### config.mk
export PLATFORM = sky130hd
export DESIGN_NAME = fb_ram_arbiter
export DESIGN_NICKNAME = d
export VERILOG_FILES = /design/src/rtl/fb_pkg.sv /design/src/rtl/fb_wr_fifo.sv /design/src/rtl/fb_ram_arbiter.sv
export SDC_FILE = /design/constraint.sdc
export NUM_CORES = 1
export LEC_CHECK = 0
export BUFFER_PORTS_ARGS = -buffer_cell sky130_fd_sc_hd__buf_2
export CAP_MARGIN = 20
export CORE_MARGIN = 2
export CORE_UTILIZATION = 58
export DETAILED_ROUTE_END_ITERATION = 10
export GPL_ROUTABILITY_DRIVEN = 0
export PLACE_DENSITY_LB_ADDON = 0.2
export SYNTH_ARGS = -nofsm -noshare
export SYNTH_HDL_FRONTEND = slang
export SYNTH_SLANG_ARGS = --single-unit
### constraint.sdc
create_clock -name clk -period 4.45 [get_ports clk]
set_input_delay 0.89 -clock clk [delete_from_list [all_inputs] [get_ports clk]]
set_output_delay 0.89 -clock clk [all_outputs]
set_load 0.01 [all_outputs]
### src/rtl/fb_pkg.sv
// Shared types and constants for the frame-buffer RAM arbiter.
package fb_pkg;

  localparam int FB_ADDR_W = 17;
  localparam int FB_DATA_W = 16;

  // Arbitration outcome for one RAM cycle.
  typedef enum logic [1:0] {
    GRANT_IDLE = 2'd0,
    GRANT_WR   = 2'd1,
    GRANT_RD   = 2'd2
  } fb_grant_e;

  // One buffered camera write: address in the upper bits, pixel below.
  typedef struct packed {
    logic [FB_ADDR_W-1:0] addr;
    logic [FB_DATA_W-1:0] data;
  } fb_wr_entry_t;

endpackage

### src/rtl/fb_wr_fifo.sv
// Small synchronous FIFO that absorbs camera writes while the RAM serves reads.
module fb_wr_fifo
  import fb_pkg::*;
#(
  parameter  int DEPTH = 4,
  localparam int AW    = $clog2(DEPTH),
  localparam int LW    = AW + 1
) (
  input  logic         clk_i,
  input  logic         reset_i,
  input  logic         push_i,
  input  logic         pop_i,
  input  fb_wr_entry_t din_i,
  output fb_wr_entry_t dout_o,
  output logic         full_o,
  output logic         empty_o,
  output logic [LW-1:0] level_o
);

  fb_wr_entry_t  mem_q [DEPTH];
  logic [AW-1:0] wptr_q, rptr_q;
  logic [LW-1:0] level_q, level_d;
  logic          do_push, do_pop;

  assign full_o  = (level_q == LW'(DEPTH));
  assign empty_o = (level_q == '0);
  assign level_o = level_q;
  assign dout_o  = mem_q[rptr_q];

  // Full blocks a push even when a pop frees a slot this cycle.
  assign do_push = push_i && !full_o;
  assign do_pop  = pop_i && !empty_o;

  // Occupancy tracks the push/pop pair; simultaneous push and pop leaves it unchanged.
  always_comb begin
    level_d = level_q;
    case ({do_push, do_pop})
      2'b10:   level_d = level_q + LW'(1);
      2'b01:   level_d = level_q - LW'(1);
      default: level_d = level_q;
    endcase
  end

  // Entry storage; contents need no reset because level gates visibility.
  always_ff @(posedge clk_i) begin
    if (do_push) mem_q[wptr_q] <= din_i;
  end

  // Pointers wrap naturally at the power-of-two depth.
  always_ff @(posedge clk_i) begin
    if (reset_i) begin
      wptr_q  <= '0;
      rptr_q  <= '0;
      level_q <= '0;
    end else begin
      if (do_push) wptr_q <= wptr_q + AW'(1);
      if (do_pop)  rptr_q <= rptr_q + AW'(1);
      level_q <= level_d;
    end
  end

endmodule

### src/rtl/fb_ram_arbiter.sv
// Shares the frame-buffer SPRAM between the buffered camera write path and
// the valid/ready readout path. Writes win when the FIFO nears full;
// otherwise grants alternate under contention.
module fb_ram_arbiter
  import fb_pkg::*;
#(
  parameter  int FIFO_DEPTH = 4,
  parameter  int HI_WATER   = 3,
  localparam int LVL_W      = $clog2(FIFO_DEPTH) + 1
) (
  input  logic                 clk,
  input  logic                 reset,
  input  logic                 wr_valid,
  input  logic [FB_ADDR_W-1:0] wr_addr,
  input  logic [FB_DATA_W-1:0] wr_data,
  output logic                 wr_ready,
  output logic                 wr_overflow,
  output logic [LVL_W-1:0]     fifo_level,
  input  logic                 rd_valid,
  input  logic [FB_ADDR_W-1:0] rd_addr,
  output logic                 rd_ready,
  output logic [FB_DATA_W-1:0] rd_data,
  output logic                 rd_data_valid,
  output logic [FB_ADDR_W-1:0] ram_address,
  output logic [FB_DATA_W-1:0] ram_data_in,
  output logic                 ram_write_en,
  input  logic [FB_DATA_W-1:0] ram_data_out
);

  // One extra bit so a threshold above the depth (level priority disabled) still fits.
  localparam logic [LVL_W:0] HI_LVL = (LVL_W + 1)'(HI_WATER);

  fb_wr_entry_t wr_entry, head;
  logic         fifo_full, fifo_empty, push, pop;
  fb_grant_e    grant, last_grant_q, last_grant_d;
  logic         rd_pending_q, rd_pending_d;
  logic         wr_overflow_q, wr_overflow_d;

  assign wr_entry.addr = wr_addr;
  assign wr_entry.data = wr_data;
  assign push          = wr_valid && !fifo_full;
  assign pop           = (grant == GRANT_WR);
  assign wr_ready      = !fifo_full;
  assign wr_overflow   = wr_overflow_q;
  assign rd_data_valid = rd_pending_q;
  assign rd_data       = ram_data_out;

  fb_wr_fifo #(.DEPTH(FIFO_DEPTH)) u_fifo (
    .clk_i   (clk),
    .reset_i (reset),
    .push_i  (push),
    .pop_i   (pop),
    .din_i   (wr_entry),
    .dout_o  (head),
    .full_o  (fifo_full),
    .empty_o (fifo_empty),
    .level_o (fifo_level)
  );

  // Pick this cycle's RAM owner from registered FIFO state and the read request.
  always_comb begin
    grant = GRANT_IDLE;
    if (!fifo_empty &&
        (({1'b0, fifo_level} >= HI_LVL) || !rd_valid || (last_grant_q == GRANT_RD)))
      grant = GRANT_WR;
    else if (rd_valid)
      grant = GRANT_RD;
  end

  // Drive the RAM port for the winner and compute next fairness/pending/overflow state.
  always_comb begin
    ram_address   = '0;
    ram_data_in   = '0;
    ram_write_en  = 1'b0;
    rd_ready      = 1'b0;
    last_grant_d  = last_grant_q;
    rd_pending_d  = 1'b0;
    wr_overflow_d = wr_overflow_q || (wr_valid && fifo_full);
    case (grant)
      GRANT_WR: begin
        ram_address  = head.addr;
        ram_data_in  = head.data;
        ram_write_en = 1'b1;
        last_grant_d = GRANT_WR;
      end
      GRANT_RD: begin
        ram_address  = rd_addr;
        rd_ready     = 1'b1;
        last_grant_d = GRANT_RD;
        rd_pending_d = 1'b1;
      end
      default: ;
    endcase
  end

  // Resetting last grant to READ hands the first contended cycle to the camera.
  always_ff @(posedge clk) begin
    if (reset) begin
      last_grant_q  <= GRANT_RD;
      rd_pending_q  <= 1'b0;
      wr_overflow_q <= 1'b0;
    end else begin
      last_grant_q  <= last_grant_d;
      rd_pending_q  <= rd_pending_d;
      wr_overflow_q <= wr_overflow_d;
    end
  end

endmodule

==> results.sh <==
export IMPL_powerDensity_mw_per_mm2=645.2
export IMPL_start_util_pct=60.17
export IMPL_syn2layout_area_growth_pct=17.15
export IMPL_fmax_mhz=275.0
export IMPL_min_period_ps=3636
export IMPL_post_cts_resize_count=0
export IMPL_path_clk_slew_ps=60
export IMPL_crit_slowest_cell="a31o_2"
export IMPL_first_pass_iters=4
export IMPL_slew_headroom_pct=38.14
export IMPL_row_count=36
export IMPL_grt_pass1_wl_mm=16.60
export IMPL_synthFlopType="edfxtp_1"
export IMPL_crit_top_cell="buf_2"
export IMPL_ios=127
export IMPL_synth_top_area_share_pct=67.09
export IMPL_core_area_mm2=0.009819
export IMPL_port_buffer_count=94
export IMPL_stdcell_area_mm2=0.006922
export IMPL_drc_errors=0
export IMPL_async_flop_share_pct=0
export IMPL_status="completed"
export IMPL_worst_slew_pin_transition_ps=927.9
export IMPL_die_w_um=104.9
export IMPL_dp_hpwl_mm=6.257
export IMPL_hp_class="reg -> reg"
export IMPL_synth_most_common_cell="edfxtp_1"
export IMPL_crit_path_end_kind="output port"
export IMPL_startpoint_type="input pin"
export IMPL_grt_pass1_vias=3146
export IMPL_path_max_fanout=21
export IMPL_finalSetupTns_ps=0
export IMPL_synth_top_cells_by_count="edfxtp_1 (132), nand2_1 (35), mux4_2 (33)"
export IMPL_dpl_cell_area_mm2=0.006311
export IMPL_root_buffer="clkbuf_8"
export IMPL_required_ps=3560
export IMPL_antenna_found_initial=1
export IMPL_routed_via_count=3075
export IMPL_synth_warnings=0
export IMPL_yosys_area_top_type="edfxtp_1"
export IMPL_cts_setup_buffers=0
export IMPL_worst_skew_pair_late_latency_ps=510
export IMPL_syn_area_mm2=0.005908
export IMPL_skew_ps=5.917
export IMPL_grt_max_degree=34
export IMPL_worstPathCellList="buf_2, a21boi_1, a31o_2, inv_2, buf_4, and2_1, buf_2"
export IMPL_clk_path_buf_depth=2
export IMPL_critical_path_arrival_ps=2750
export IMPL_cts_max_level=4
export IMPL_cts_tree="built"
export IMPL_dr_first_iter_drc_count=241
export IMPL_synth_area_leaders="edfxtp_1 (67%), mux4_2 (13%), dfxtp_1 (4.4%)"
export IMPL_dieArea_mm2=0.01101
export IMPL_maxSlewViolCount=0
export IMPL_irDropWorstVdd_v=0.0003809
export IMPL_crit_path_max_incr_delay_ps=450
export IMPL_ctsHoldBuffers=0
export IMPL_final_nets=491
export IMPL_rrSetupSlack_ps=1740
export IMPL_overflow=0
export IMPL_post_route_period_util_pct=81.72
export IMPL_cts_inserted_buffers=17
export IMPL_finalSetupViolations=0
export IMPL_cts_sinks=145
export IMPL_antenna_left=0
export IMPL_hold_violations=0
export IMPL_groute_usage_overall_pct=20.68
export IMPL_yosysSeqAreaShare_pct=71.50
export IMPL_drv_cap=0
export IMPL_syn_avg_cell_area_um2=17.80
export IMPL_ys_seq_elements=145
export IMPL_syn_nets=408
export IMPL_wl_per_cell_um=18.86
export IMPL_rsz0062_at_grt="no"
export IMPL_drive_gt1_share_pct=40.42
export IMPL_synth_cell_types=36
export IMPL_synth_edf_count=132
export IMPL_die_h_um=104.9
export IMPL_worstSetupPathType="in -> out"
export IMPL_synthCells=332
export IMPL_viasPerCell=5.472
export IMPL_power_leakage_nw=2.546
export IMPL_wl_mm=10.60
## layout by cell type, fill, tap and decap left out, types with 2 or more instances in the layout
cell	n
buf_4	3
xnor2_1	2
clkbuf_16	16
edfxtp_1	132
buf_2	94
xor2_1	2
bufinv_16	4
dfxtp_1	11
ha_1	5
nor2_1	9
mux4_2	33
nand2_1	35
dfxtp_2	2
nand3_1	17
clkinvlp_4	6
and3_2	4
nand2b_1	3
and2_1	17
a21oi_1	4
inv_1	7
clkinv_4	3
clkinv_1	2
## metrics by stage
step / worst slack, ps / util [%] / total power [W] / instances / hold slack (ps)
CTS: 804.4 / 70.46 / 0.004510 / 561 / 469.0
global placement: 894.1 / 64.27 / 0.003048 / 529 / 453.4
detailed placement: 818.7 / 64.27 / 0.003074 / 529 / 458.3
global route: 659.3 / 70.49 / 0.004689 / 562 / 514.8
finish: 813.5 / 70.49 / 0.004466 / 562 / 465.9
floorplan: 1552 / - / 0.002717 / 332 / 445.4
## critical path: cells and delay by family
family	cells	cell delay (ps)
AO/OA/AOI/OAI	2	660
AND/OR/NAND/NOR	1	170
buffers and inverters	4	1020
## layer usage
| metal | part of all wire, % | GRT usage [%] |
|---|---|---|
| met5 | 0 | 0 |
| met4 | 1.2 | 8.095 |
| met3 | 5.4 | 7.361 |
| met2 | 51 | 33.53 |
| met1 | 42 | 25.67 |
## layout make-up
cell class / instances / area (um2)
flip-flops and latches: 145 / 4227
fillers: 673 / 2898
multi-input cells: 145 / 1386
repair buffers: 97 / 493.0
clock buffers: 18 / 417.9
clock inverters: 14 / 190.2
well taps: 133 / 166.4
inverters: 9 / 38.79
diodes: 1 / 2.502
## cells by family after synthesis
logic type                 share of synthesized area [%]
buffers and inverters                              5.040
xor gates and xnor gates                          0.5931
DFF                                                71.50
AOI/OAI and AO/OA                                  1.271
adders and majority gates                          1.398
and+or+nand+nor                                    7.624
muxes                                              12.58
## report_power, final
part	internal (W)	total, W	switching (W)
sequential	0.00168	0.00180	0.000120
clock	0.000906	0.00143	0.000522
combinational	0.000557	0.00124	0.000683
total	0.00314	0.00447	0.00132
## flip-flops by register name, summed over array words and instances (netlist names), named ones only
register and count:
u_fifo.mem_q 132, u_fifo.level_o 3, wr_overflow 1, u_fifo.wptr_q 2, u_fifo.rptr_q 2, rd_data_valid 1, last_grant_q 2
## worst paths after layout
path                                                startpoint                             end  cells past startpoint
worst max register to register  u_fifo.level_o[1]$_SDFFE_PP0P_  u_fifo.level_o[2]$_SDFFE_PP0P_                      9
worst min-delay path              last_grant_q[0]$_SDFFE_PP0P_    last_grant_q[0]$_SDFFE_PP0P_                      2
worst max-delay path                                  rd_valid                 ram_data_in[10]                      7
worst min register to register    last_grant_q[0]$_SDFFE_PP0P_    last_grant_q[0]$_SDFFE_PP0P_                      2
Power figures use the tool's default switching activity.
